--- config.mk ---
export PLATFORM = sky130hd
export DESIGN_NAME = cpu_sequencer_flat
export DESIGN_NICKNAME = d
export VERILOG_FILES = /design/src/rtl/cpu_sequencer_pkg.sv /design/src/rtl/cpu_sequencer_if.sv /design/src/rtl/cpu_sequencer_op_class.sv /design/src/rtl/cpu_sequencer.sv /design/src/flat_wrapper.sv
export SDC_FILE = /design/constraint.sdc
export NUM_CORES = 1
export LEC_CHECK = 0
export CORE_MARGIN = 3
export CORE_UTILIZATION = 45
export DETAILED_ROUTE_END_ITERATION = 8
export PLACE_DENSITY = 0.77
export SLEW_MARGIN = 20
export SYNTH_ARGS = -nofsm -noshare
export SYNTH_HDL_FRONTEND = slang
export SYNTH_SLANG_ARGS = --single-unit
--- constraint.sdc ---
create_clock -name clk -period 1.9 [get_ports clk]
set_input_delay 0.19 -clock clk [delete_from_list [all_inputs] [get_ports clk]]
set_output_delay 0.19 -clock clk [all_outputs]
set_load 0.005 [all_outputs]
--- src/rtl/cpu_sequencer_pkg.sv ---
// cpu_ctrl_pkg: shared types and constants for the CPU sequencer slice.
// Holds the FSM state enum, major-opcode constants, jump_sel encodings and opcode classes.
package cpu_ctrl_pkg;
  typedef enum logic [2:0] {S_FETCH, S_DECODE, S_EXEC, S_MEM, S_WB, S_HALT} state_t;
  typedef enum logic [2:0] {CLS_HALT, CLS_ALU, CLS_LOAD, CLS_STORE, CLS_JUMP, CLS_ILLEGAL} op_class_t;
  localparam logic [5:0] OP_HALT = 6'd0;
  localparam logic [5:0] OP_LW   = 6'd24;
  localparam logic [5:0] OP_SW   = 6'd25;
  localparam logic [5:0] OP_LB   = 6'd26;
  localparam logic [5:0] OP_SB   = 6'd27;
  localparam logic [5:0] OP_JABS = 6'd28;
  localparam logic [5:0] OP_JREG = 6'd29;
  localparam logic [1:0] JS_NEXT = 2'd0;
  localparam logic [1:0] JS_REL  = 2'd1;
  localparam logic [1:0] JS_REG  = 2'd2;
  localparam logic [1:0] JS_ABS  = 2'd3;
endpackage

--- src/rtl/cpu_sequencer_if.sv ---
// cpu_sequencer_if: bundle between the datapath and the sequencer.
// master = datapath side (drives opcode/branch_taken/mem_ready/resume),
// slave  = sequencer side (drives state, strobes, status and retired_count).
interface cpu_sequencer_if;
  logic [5:0]  opcode;
  logic        branch_taken;
  logic        mem_ready;
  logic        resume;
  logic [2:0]  state;
  logic        ir_load;
  logic        mem_req;
  logic        mem_addr_sel;
  logic        mem_we;
  logic        mem_byte;
  logic        reg_write_word;
  logic        reg_write_byte;
  logic        pc_enable;
  logic [1:0]  jump_sel;
  logic        halted;
  logic        illegal;
  logic [31:0] retired_count;
  logic        bus_error;
  modport master (
    output opcode, branch_taken, mem_ready, resume,
    input  state, ir_load, mem_req, mem_addr_sel, mem_we, mem_byte, reg_write_word,
           reg_write_byte, pc_enable, jump_sel, halted, illegal, retired_count, bus_error
  );
  modport slave (
    input  opcode, branch_taken, mem_ready, resume,
    output state, ir_load, mem_req, mem_addr_sel, mem_we, mem_byte, reg_write_word,
           reg_write_byte, pc_enable, jump_sel, halted, illegal, retired_count, bus_error
  );
endinterface

--- src/rtl/cpu_sequencer_op_class.sv ---
// cpu_op_class: maps a 6-bit major opcode to its execution class.
// Ports: opcode (in, 6) -> op_class (out, op_class_t).
module cpu_op_class
  import cpu_ctrl_pkg::*;
(
  input  logic [5:0] opcode,
  output op_class_t  op_class
);
  always_comb
    op_class = opcode[5]                            ? CLS_ILLEGAL :
               opcode == OP_HALT                    ? CLS_HALT    :
               opcode < OP_LW                       ? CLS_ALU     :
               (opcode == OP_LW || opcode == OP_LB) ? CLS_LOAD    :
               opcode < OP_JABS                     ? CLS_STORE   : CLS_JUMP;
endmodule

--- src/rtl/cpu_sequencer.sv ---
// cpu_sequencer: multi-cycle FETCH/DECODE/EXEC/MEM/WB/HALT control FSM for the CPU datapath.
// Ports: clk, rst (async, active-high); bus (cpu_sequencer_if.slave) carries opcode,
// branch_taken, mem_ready, resume in and state, strobes, halted/illegal/bus_error and retired_count out.
// Optional: define MEM_TIMEOUT_EN to abort memory waits after TIMEOUT_CYCLES with a sticky bus_error.
module cpu_sequencer
  import cpu_ctrl_pkg::*;
#(
  parameter int TIMEOUT_CYCLES = 255
) (
  input logic           clk,
  input logic           rst,
  cpu_sequencer_if.slave bus
);
  state_t      st;
  op_class_t   cls;
  logic        ill;
  logic        berr;
  logic [31:0] retired;
  logic        mem_wait;
  logic        timeout;
  logic        resume_go;
  logic        pc_en;
  cpu_op_class u_op_class (.opcode(bus.opcode), .op_class(cls));
  assign mem_wait = st == S_FETCH || st == S_MEM;
`ifdef MEM_TIMEOUT_EN
  logic [15:0] wait_cnt;
  // Only waits stay in FETCH/MEM, so zeroing whenever the wait ends also clears it on entry.
  always_ff @(posedge clk or posedge rst)
    if (rst) wait_cnt <= '0;
    else wait_cnt <= (mem_wait && !bus.mem_ready) ? wait_cnt + 16'd1 : '0;
  // A ready arriving on the limit cycle completes normally because timeout requires !mem_ready.
  assign timeout = mem_wait && !bus.mem_ready && wait_cnt == 16'(TIMEOUT_CYCLES - 1);
`else
  logic unused_timeout;
  assign unused_timeout = TIMEOUT_CYCLES == 0;
  assign timeout = 1'b0;
`endif
  assign resume_go = st == S_HALT && bus.resume && !ill && !berr;
  assign pc_en = (st == S_EXEC && cls == CLS_JUMP) || (st == S_MEM && cls == CLS_STORE && bus.mem_ready) ||
                 st == S_WB || resume_go;
  always_ff @(posedge clk or posedge rst)
    if (rst) begin
      st      <= S_FETCH;
      ill     <= 1'b0;
      berr    <= 1'b0;
      retired <= '0;
    end else begin
      if (pc_en && !resume_go) retired <= retired + 32'd1;
      if (timeout) berr <= 1'b1;
      if (st == S_DECODE && cls == CLS_ILLEGAL) ill <= 1'b1;
      case (st)
        S_FETCH:  st <= timeout ? S_HALT : bus.mem_ready ? S_DECODE : S_FETCH;
        S_DECODE: st <= (cls == CLS_HALT || cls == CLS_ILLEGAL) ? S_HALT : S_EXEC;
        S_EXEC:   st <= cls == CLS_JUMP ? S_FETCH : (cls == CLS_LOAD || cls == CLS_STORE) ? S_MEM : S_WB;
        S_MEM:    st <= timeout ? S_HALT : !bus.mem_ready ? S_MEM : cls == CLS_STORE ? S_FETCH : S_WB;
        S_WB:     st <= S_FETCH;
        S_HALT:   st <= resume_go ? S_FETCH : S_HALT;
        default:  st <= S_FETCH;
      endcase
    end
  assign bus.state          = st;
  // Reset drops the request at once, even though reset parks the FSM in FETCH.
  assign bus.mem_req        = mem_wait && !rst;
  assign bus.ir_load        = st == S_FETCH && bus.mem_ready && !rst;
  assign bus.mem_addr_sel   = st == S_MEM;
  assign bus.mem_we         = st == S_MEM && bus.opcode[0];
  assign bus.mem_byte       = st == S_MEM && bus.opcode[1];
  assign bus.reg_write_word = st == S_WB && (cls == CLS_ALU || bus.opcode == OP_LW);
  assign bus.reg_write_byte = st == S_WB && bus.opcode == OP_LB;
  assign bus.pc_enable      = pc_en;
  assign bus.jump_sel       = !(st == S_EXEC && cls == CLS_JUMP) ? JS_NEXT :
                              bus.opcode == OP_JABS ? JS_ABS :
                              bus.opcode == OP_JREG ? JS_REG :
                              bus.branch_taken ? JS_REL : JS_NEXT;
  assign bus.halted         = st == S_HALT;
  assign bus.illegal        = ill;
  assign bus.bus_error      = berr;
  assign bus.retired_count  = retired;
endmodule

--- src/flat_wrapper.sv ---
// flat-port wrapper written by rule: the top's interface ports become plain ports
module cpu_sequencer_flat import cpu_ctrl_pkg::*;
#(
  parameter int TIMEOUT_CYCLES = 255
)
  (clk, rst, bus_opcode, bus_branch_taken, bus_mem_ready, bus_resume, bus_state, bus_ir_load, bus_mem_req, bus_mem_addr_sel, bus_mem_we, bus_mem_byte, bus_reg_write_word, bus_reg_write_byte, bus_pc_enable, bus_jump_sel, bus_halted, bus_illegal, bus_retired_count, bus_bus_error);
  cpu_sequencer_if bus_i ();
  input logic clk;
  input logic rst;
  input wire logic [$bits(bus_i.opcode)-1:0] bus_opcode;
  input wire logic [$bits(bus_i.branch_taken)-1:0] bus_branch_taken;
  input wire logic [$bits(bus_i.mem_ready)-1:0] bus_mem_ready;
  input wire logic [$bits(bus_i.resume)-1:0] bus_resume;
  output wire logic [$bits(bus_i.state)-1:0] bus_state;
  output wire logic [$bits(bus_i.ir_load)-1:0] bus_ir_load;
  output wire logic [$bits(bus_i.mem_req)-1:0] bus_mem_req;
  output wire logic [$bits(bus_i.mem_addr_sel)-1:0] bus_mem_addr_sel;
  output wire logic [$bits(bus_i.mem_we)-1:0] bus_mem_we;
  output wire logic [$bits(bus_i.mem_byte)-1:0] bus_mem_byte;
  output wire logic [$bits(bus_i.reg_write_word)-1:0] bus_reg_write_word;
  output wire logic [$bits(bus_i.reg_write_byte)-1:0] bus_reg_write_byte;
  output wire logic [$bits(bus_i.pc_enable)-1:0] bus_pc_enable;
  output wire logic [$bits(bus_i.jump_sel)-1:0] bus_jump_sel;
  output wire logic [$bits(bus_i.halted)-1:0] bus_halted;
  output wire logic [$bits(bus_i.illegal)-1:0] bus_illegal;
  output wire logic [$bits(bus_i.retired_count)-1:0] bus_retired_count;
  output wire logic [$bits(bus_i.bus_error)-1:0] bus_bus_error;
  assign bus_i.opcode = bus_opcode;
  assign bus_i.branch_taken = bus_branch_taken;
  assign bus_i.mem_ready = bus_mem_ready;
  assign bus_i.resume = bus_resume;
  assign bus_state = bus_i.state;
  assign bus_ir_load = bus_i.ir_load;
  assign bus_mem_req = bus_i.mem_req;
  assign bus_mem_addr_sel = bus_i.mem_addr_sel;
  assign bus_mem_we = bus_i.mem_we;
  assign bus_mem_byte = bus_i.mem_byte;
  assign bus_reg_write_word = bus_i.reg_write_word;
  assign bus_reg_write_byte = bus_i.reg_write_byte;
  assign bus_pc_enable = bus_i.pc_enable;
  assign bus_jump_sel = bus_i.jump_sel;
  assign bus_halted = bus_i.halted;
  assign bus_illegal = bus_i.illegal;
  assign bus_retired_count = bus_i.retired_count;
  assign bus_bus_error = bus_i.bus_error;
  cpu_sequencer #(.TIMEOUT_CYCLES(TIMEOUT_CYCLES)) u_core (.clk(clk), .rst(rst), .bus(bus_i));
endmodule
# Word level (Yosys, flattened, before mapping)
# Cells that the tools add are included.
[word_totals]
output_inout_bits = 48
reg_bits = 36
wordCells = 65
input_bits = 11
[classes]
mux = 17
add_sub_neg = 1
order_cmp = 2
n_eq_ne = 14
reduce_logical = 28
[ops]
columns = ["operator", "count"]
rows = [
  ["$mux W3", 11],
  ["$add A32 B1 Y32 const B", 1],
  ["$eq A6 B5 Y1 const B", 4],
  ["$pmux W3 S5", 1],
  ["$logic_and A1 B1 Y1", 14],
  ["$eq A3 B2 Y1 const B", 4],
  ["$eq A3 B3 Y1 const B", 4],
  ["$lt A6 B5 Y1 const B", 2],
  ["$logic_or A1 B1 Y1", 8],
  ["$eq A3 B1 Y1 const B", 2],
  ["$logic_not A3 Y1", 2],
  ["$logic_not A6 Y1", 1],
  ["$mux W2", 3],
  ["$logic_not A1 Y1", 3],
  ["$mux W1", 2],
]

# Longest topological paths before layout
# Gate-level depths: netlist of the first run.
[logic_depth]
ltp_word = 13
mapped_depth = 7
mapped_depth_nobuf = 5

# Modules after synthesis
# From an unflattened synthesis of the first run, not the netlist that was laid out.
[hier_totals]
cells_unflattened = 203
hier_area_um2 = 2020.7
[modules_own_cells]
columns = ["module", "n_inst", "cells_each", "seq_area_each_um2", "area_each_um2"]
rows = [
  ["cpu_sequencer", 1, 195, 900.9, 1969.4],
  ["cpu_op_class", 1, 8, 0.0, 51.3],
]

# Least setup slack after synthesis of the first run
# Ideal clock, no wire load.
[synth_path]
kind = "reg-to-reg"
start = "register u_core.st[1] (netlist: u_core.bus.state[1])"
end = "register u_core.retired[31] (netlist: u_core.bus.retired_count[31])"
period_less_slack_ps = 1799
stages_incl_launch_ff = 7
required_ps = 1777
setup_slack_ps = 101
arrival_time_ps = 1676
path_cell_list = "dfrtp_1 > buf_2 > or3b_4 > o21a_1 > a211oi_4 > nand4_1 > xnor2_1"
[synth_via]
elab_chain_cells = 7
word_cells_on_any_way = 14
[synth_lines]
columns = ["item", "line", "text"]
rows = [
  ["from (decl)", "cpu_sequencer.sv:14", "state_t st;"],
  ["from (signal assigned)", "cpu_sequencer.sv:52", "S_FETCH: st <= timeout ? S_HALT : bus.mem_ready ? S_DECODE : S_FETCH;"],
  ["from (signal assigned)", "cpu_sequencer.sv:53", "S_DECODE: st <= (cls == CLS_HALT || cls == CLS_ILLEGAL) ? S_HALT : S_EXEC;"],
  ["from (signal assigned)", "cpu_sequencer.sv:54", "S_EXEC: st <= cls == CLS_JUMP ? S_FETCH : (cls == CLS_LOAD || cls == CLS_STORE) ? S_MEM : S_WB;"],
  ["$eq A3 B2 Y1", "cpu_sequencer.sv:39", "assign pc_en = (st == S_EXEC && cls == CLS_JUMP) || (st == S_MEM && cls == CLS_STORE && bus.mem_ready) ||"],
  ["$logic_and A1 B1 Y1 (2 in series)", "cpu_sequencer.sv:39", ""],
  ["$logic_or A1 B1 Y1 (2 in series)", "cpu_sequencer.sv:39", ""],
  ["$logic_or A1 B1 Y1", "cpu_sequencer.sv:40", "st == S_WB || resume_go;"],
  ["$logic_and A1 B1 Y1 (*)", "cpu_sequencer.sv:48", "if (pc_en && !resume_go) retired <= retired + 32'd1;"],
  ["to (signal assigned)", "cpu_sequencer.sv:48", ""],
  ["to (decl)", "cpu_sequencer.sv:18", "logic [31:0] retired;"],
]
# Mark *: on every way between the ends. The rest lies on a longest branch, timed or not.
# A chain may end at the register's enable or synchronous reset.

# Final worst setup path of the first run
[layout_path]
start = "register u_core.st[0] (netlist: u_core.bus.state[0])"
end = "output bus_reg_write_byte"
[layout_via]
elab_chain_cells = 2
[layout_lines]
columns = ["item", "line", "text"]
rows = [
  ["$eq A3 B3 Y1", "cpu_sequencer.sv:69", "assign bus.reg_write_byte = st == S_WB && bus.opcode == OP_LB;"],
  ["$logic_and A1 B1 Y1", "cpu_sequencer.sv:69", ""],
  ["to (decl)", "flat_wrapper.sv:21", "output wire logic [$bits(bus_i.reg_write_byte)-1:0] bus_reg_write_byte;"],
]
# No other way between the ends.

==> reports/qor.csv, run 1 <==
stage;metric;value;unit
detailed_routing;drt via density;5.37;
detailed_routing;WL final;5.59;mm
run;max cap viols;0;
synthesis;top area cells in the synthesized netlist;dfrtp_1, xnor2_1, xor2_1;
cts;Inserted Clock Buffers;5;
global_routing;first-pass GRT wire length;8.45;mm
synthesis;post-synth top area cell;dfrtp_1;
sta;skew final;0.00516;ns
cts;CTS clock-pin slew for the worst setup and hold paths;0.07;ns
synthesis;Mapped Cells;195;
synthesis;count leader, synth;dfrtp_1;
synthesis;synthesized area per cell;10.0;um2
synthesis;Synth async-reset ratio;1.00;
synthesis;ys flop type;dfrtp_1;
cts;H-Tree Level Count;2;
sta;Setup-failing EPs final;2;
floorplan;Rows;23;
synthesis;most common library cells after synthesis;dfrtp_1, nand2_1, nor2_1;
detailed_routing;DR iter-0 viols;146;
status;status;finished with violations;
placement;GPL Wtd Cong;0.799;
synthesis;Netlist cell types;49;
detailed_routing;Routed Antenna Nets;0;
placement;hpwl dp;3.59;mm
synthesis;Seq cells post-synth;36;
floorplan;Starting Density;0.477;
synthesis;syn nets;207;
synthesis;top cell type's share of synthesized area;0.462;
floorplan;I/O Pins;59;
detailed_routing;drt pass-1 iters;4;
sta;RSZ-0062 raised after global routing;true;
cts;clk sinks;36;
sta;Post-Route Setup TNS;-0.0765;ns
setup_path;Arrival @ worst endpoint;1.75;ns
placement;port bufs;57;
setup_path;crit end category;output port;
setup_path;slowest stage cell on the critical path;dfrtp_2;
cts;CTS tree;yes;
setup_path;CP max FO;5;
placement;Place WS;-0.224;ns
synthesis;post-synthesis sequential area ratio;0.462;
detailed_routing;DR vias;1868;
sta;Max Fclk;0.515;GHz
power;Leak Pwr;1.52;nW
cells_and_area;fin area;3150;um2
power;peak supply drop;0.623;mV
cts;Clk Latency, worst-skew pair;0.29;ns
setup_path;Critical Path Start Type;register;
global_routing;antenna violations before repair;0;
synthesis;synthesized area;1950;um2
power;Cell Pwr Density;870;nW/um2
floorplan;core area;4090;um2
detailed_routing;DR DRC count;0;
setup_path;CP peak stage delay;0.46;ns
global_routing;gr ovfl total;0;
cells_and_area;nets;309;
cts;Root Buffer;clkbuf_8;
cells_and_area;Layout Utilization;0.772;
synthesis;EDFF count, synth;0;
sta;Final Cycle Share;1.02;
setup_path;critical-path cell list;or3b_4 -> buf_6 -> nor4b_2 -> buf_2;
floorplan;Die X;71.8;um
detailed_routing;WL/cell;16.1;um
cts;cts hold-fix bufs;0;
cells_and_area;synth-to-layout area growth;61.6;%
setup_path;Crit Path Category;register to output port;
floorplan;Die H;71.8;um
floorplan;Die ar.;5160;um2
cells_and_area;Diodes inserted;0;
placement;area post-placement;2740;um2
sta;PnR worst setup slack;-0.0412;ns
sta;Final Hold Viols;0;
global_routing;pin count of the biggest net entering global routing;37;
power;final total power;2.74;mW
setup_path;CP Data Required Time;1.71;ns
global_routing;gr usage total;0.210;
sta;Slew Viols, Final;0;
worst_hold_path;hold crit path type;primary input to async pin;
sta;Tmin final;1.94;ns
global_routing;vias in the first global route;1763;
synthesis;yosys synthesis warning count;0;
cts;clock buffer depth;2;
cells_and_area;share of layout cells above drive strength 1;0.292;
status;failing checks;negative setup slack;
worst max-delay path: cells and delay by family (launching register included):
family | cells | cell delay (ns)
buf+inv | 2 | 0.32
flops | 1 | 0.46
simple gates | 2 | 0.69
power by group:
group          total (mW)  internal (mW)  switching (mW)
Combinational        1.21          0.724           0.481
Sequential          0.965          0.856           0.109
Clock               0.574          0.295           0.280
worst paths after layout:
check	start	endpoint	slack [ns]	cells past startpoint
max	u_core.bus.state[0]	bus_reg_write_byte	-0.04	4
min	rst	u_core.bus.illegal	0.38	3
max reg2reg	u_core.bus.state[2]	u_core.bus.retired_count[26]	-0.04	7
min reg2reg	u_core.bus.retired_count[31]	u_core.bus.retired_count[31]	0.47	1
max in group asynchronous	rst	u_core.bus.state[1]	1.14	3
min in group clk	u_core.bus.retired_count[31]	u_core.bus.retired_count[31]	0.47	1
cell families after synthesis:
group,Yosys count,share of synthesized area
AO/OA/AOI/OAI,15,0.0712
multiplexers,2,0.0109
XOR/XNOR,31,0.139
adder cells (fa/ha/maj),1,0.00641
other,1,0.00192
flip-flops,36,0.462
buffers and inverters,13,0.0333
AND/OR/NAND/NOR,96,0.275
sequential cells by signal, summed over array words and instances, names as in the netlist:
register                  count
u_core.bus.illegal            1
u_core.bus.retired_count     32
u_core.bus.state              3
layout make-up:
| type | instances | area, um2 |
|---|---|---|
| Multi-Input combinational cell | 146 | 1140 |
| Fill cell | 250 | 933 |
| Timing Repair Buffer | 100 | 921 |
| Sequential cell | 36 | 903 |
| Clock buffer | 7 | 86.3 |
| Tap cell | 50 | 62.6 |
| Inverter | 8 | 30.0 |
| Clock inverter | 1 | 7.51 |
timing repair:
action	in CTS	in global routing
endpoints found under the setup margin	11	32
gates resized for setup	28	26
setup buffers	7	11
pin swaps	6	11
placed cells by master, fill, tap and decap left out, drive strengths merged, types with 3 or more instances in the layout:
| master | n |
|---|---|
| and3 | 5 |
| buf | 45 |
| clkbuf | 7 |
| clkdlybuf4s50 | 47 |
| dfrtp | 36 |
| dlygate4sd2 | 4 |
| dlymetal6s2s | 3 |
| inv | 8 |
| nand2 | 20 |
| nand3 | 10 |
| nand4 | 5 |
| nor2 | 17 |
| nor2b | 4 |
| nor3 | 12 |
| nor4 | 5 |
| o21ai | 3 |
| xnor2 | 16 |
| xor2 | 15 |
per-layer routing:
metal	vias up	routed length (um)	GRT usage
met4	0	119	0.0605
met5	-	0	0
met2	60	2890	0.338
li1	872	-	-
met3	14	252	0.0561
met1	922	2320	0.278
per-stage QoR:
step	instances	hold WS (ns)
floorplan	195	0.348
global placement	322	0.460
detailed placement	322	0.466
CTS	337	0.386
global route	348	0.427
finish	348	0.380
(Power assumes the default switching activity.)
==> inputs of run 2 (changes only) <==
--- a/constraint.sdc
+++ b/constraint.sdc
@@ -3,2 +3,2 @@
 set_output_delay 0.19 -clock clk [all_outputs]
-set_load 0.005 [all_outputs]
+set_load 0.1 [all_outputs]
==> reports/qor.csv, run 2 (synthesis gave the netlist of run 1 again) <==
stage;metric;value;unit
power;Leak Pwr;1.48;nW
floorplan;Die H;71.8;um
cells_and_area;Fillers;277;
sta;Slew Viols, Final;0;
cts;Inserted Clock Buffers;5;
cells_and_area;max FFs per register;32;
setup_path;CP max FO;4;
placement;GPL Wtd Cong;0.783;
status;failing checks;negative setup slack;
setup_path;CP Data Required Time;1.71;ns
power;final total power;3.66;mW
global_routing;pin count of the biggest net entering global routing;37;
cts;H-Tree Level Count;2;
cells_and_area;commonest non-fill, non-tap cell in the layout;buf_4;
worst_hold_path;hold crit path type;primary input to async pin;
floorplan;Starting Density;0.477;
cells_and_area;Layout Utilization;0.776;
cts;Root Buffer;clkbuf_8;
floorplan;I/O Pins;59;
sta;Final Hold Viols;0;
sta;Tmin final;1.97;ns
cells_and_area;synth-to-layout area growth;62.5;%
detailed_routing;WL final;5.17;mm
cts;CTS tree;yes;
sta;skew final;0.0106;ns
detailed_routing;drt via density;5.26;
setup_path;Critical Path Start Type;register;
status;status;finished with violations;
run;max cap viols;0;
floorplan;Rows;23;
detailed_routing;DR DRC count;0;
floorplan;Die ar.;5160;um2
setup_path;WP buf/inv;1;
cts;clk sinks;36;
sta;final hold slack;0.441;ns
setup_path;r2r setup slk;-0.04;ns
cells_and_area;area occupied by multi-input gates;1210;um2
setup_path;reg2reg start;u_core.bus.state[1];
sta;Max Fclk;0.509;GHz
setup_path;Arrival @ worst endpoint;1.78;ns
cts;clock buffer depth;2;
global_routing;gr ovfl total;0;
cts;Clk Latency, worst-skew pair;0.28;ns
cells_and_area;nets;295;
detailed_routing;WL/cell;15.5;um
placement;port bufs;57;
global_routing;vias in the first global route;1800;
cts;cts hold-fix bufs;0;
cells_and_area;share of layout cells above drive strength 1;0.518;
setup_path;crit end category;output port;
cells_and_area;FF/Latch Area;951;um2
setup_path;Crit Path Category;register to output port;
cells_and_area;Diodes inserted;0;
setup_path;crit path launch;u_core.bus.state[1];
power;peak supply drop;1.72;mV
setup_path;delay-heaviest family, CP;simple AND/OR/NAND/NOR gates;
sta;Final Cycle Share;1.03;
global_routing;gr usage total;0.206;
setup_path;slowest stage cell on the critical path;dfrtp_4;
setup_path;Crit Reg-Reg Endpoint;u_core.bus.retired_count[31];
sta;PnR worst setup slack;-0.0659;ns
detailed_routing;DR vias;1758;
cells_and_area;most frequent cells in the layout;buf_4, nand2_1, xnor2_1, xor2_1, dfrtp_1;
sta;RSZ-0062 raised after global routing;true;
detailed_routing;DR iter-0 viols;106;
setup_path;Levels on crit path;3;
power;Cell Pwr Density;1150;nW/um2
global_routing;antenna violations before repair;0;
setup_path;critical-path cell list;or3b_4 -> nor4b_4 -> buf_12;
sta;Post-Route Setup TNS;-0.258;ns
sta;Setup-failing EPs final;7;
setup_path;Worst Reg-to-Reg Cells;5;
placement;hpwl dp;3.70;mm
global_routing;first-pass GRT wire length;8.45;mm
cts;CTS clock-pin slew for the worst setup and hold paths;0.07;ns
floorplan;Die X;71.8;um
setup_path;crit path to;bus_reg_write_byte;
setup_path;CP peak stage delay;0.49;ns
floorplan;core area;4090;um2
detailed_routing;Routed Antenna Nets;0;
detailed_routing;drt pass-1 iters;4;
## run 2: cell count changes in the layout (fill, tap and decap cells not counted), sizes merged
cell | before | now
clkbuf | 7 | 8
dlygate4sd2 | 4 | 0
clkinvlp | 1 | 0
dlymetal6s2s | 3 | 0
clkdlybuf4s15 | 1 | 0
clkdlybuf4s50 | 47 | 10
buf | 45 | 76
## run 2: layer usage
metal  up-vias  global-route usage  part of all wire
met5         -                   0                 0
met4         0              0.0731             0.012
met3         6              0.0449             0.056
met2        48               0.329              0.50
met1       861               0.278              0.43
li1        843                   -                 -
## run 2: final cells by class
cell class,count,area share
timing repair buffer,86,0.261
inverter,8,0.00947
tap,50,0.0197
multi-input combinational,146,0.381
clock buffer,8,0.0284
sequential,36,0.300
## run 2: worst min-delay path, delay by kind of cell
kind	cells	cell delay [ns]
buffers and inverters	3	0.96
## run 2: repair_timing
item                                    4_1_cts  5_1_grt
gates cloned                                  0        0
endpoints found under the setup margin        7       15
pin swaps                                     4        6
resized for setup                             4       13
setup buffers                                 4        4
## run 2: how the worst min path moves through the flow
stage	start	endpoint	slack [ns]	cells past startpoint
final	rst	u_core.bus.state[2]	0.44	3
after global routing	rst	u_core.bus.state[2]	0.49	3
after CTS	rst	u_core.bus.retired_count[5]	0.46	3
after detailed placement	u_core.bus.retired_count[31]	u_core.bus.retired_count[31]	0.47	1
after global placement	u_core.bus.retired_count[31]	u_core.bus.retired_count[31]	0.46	1
after floorplan	bus_opcode[5]	u_core.bus.illegal	0.35	1
## run 2: through the flow
step                setup slack, ns  cell area (um2)  instances
floorplan                    -0.628             2140        195
global placement            -0.0591             2910        318
detailed placement           -0.129             2910        318
CTS                         -0.0822             3060        330
global route                 -0.112             3170        334
finish                      -0.0659             3170        334
## run 2: where the power goes
group | leakage (nW) | internal, mW | switching [mW]
sequential | 0.430 | 0.887 | 0.114
clock | 0.0455 | 0.296 | 0.264
combinational | 1.00 | 0.698 | 1.40
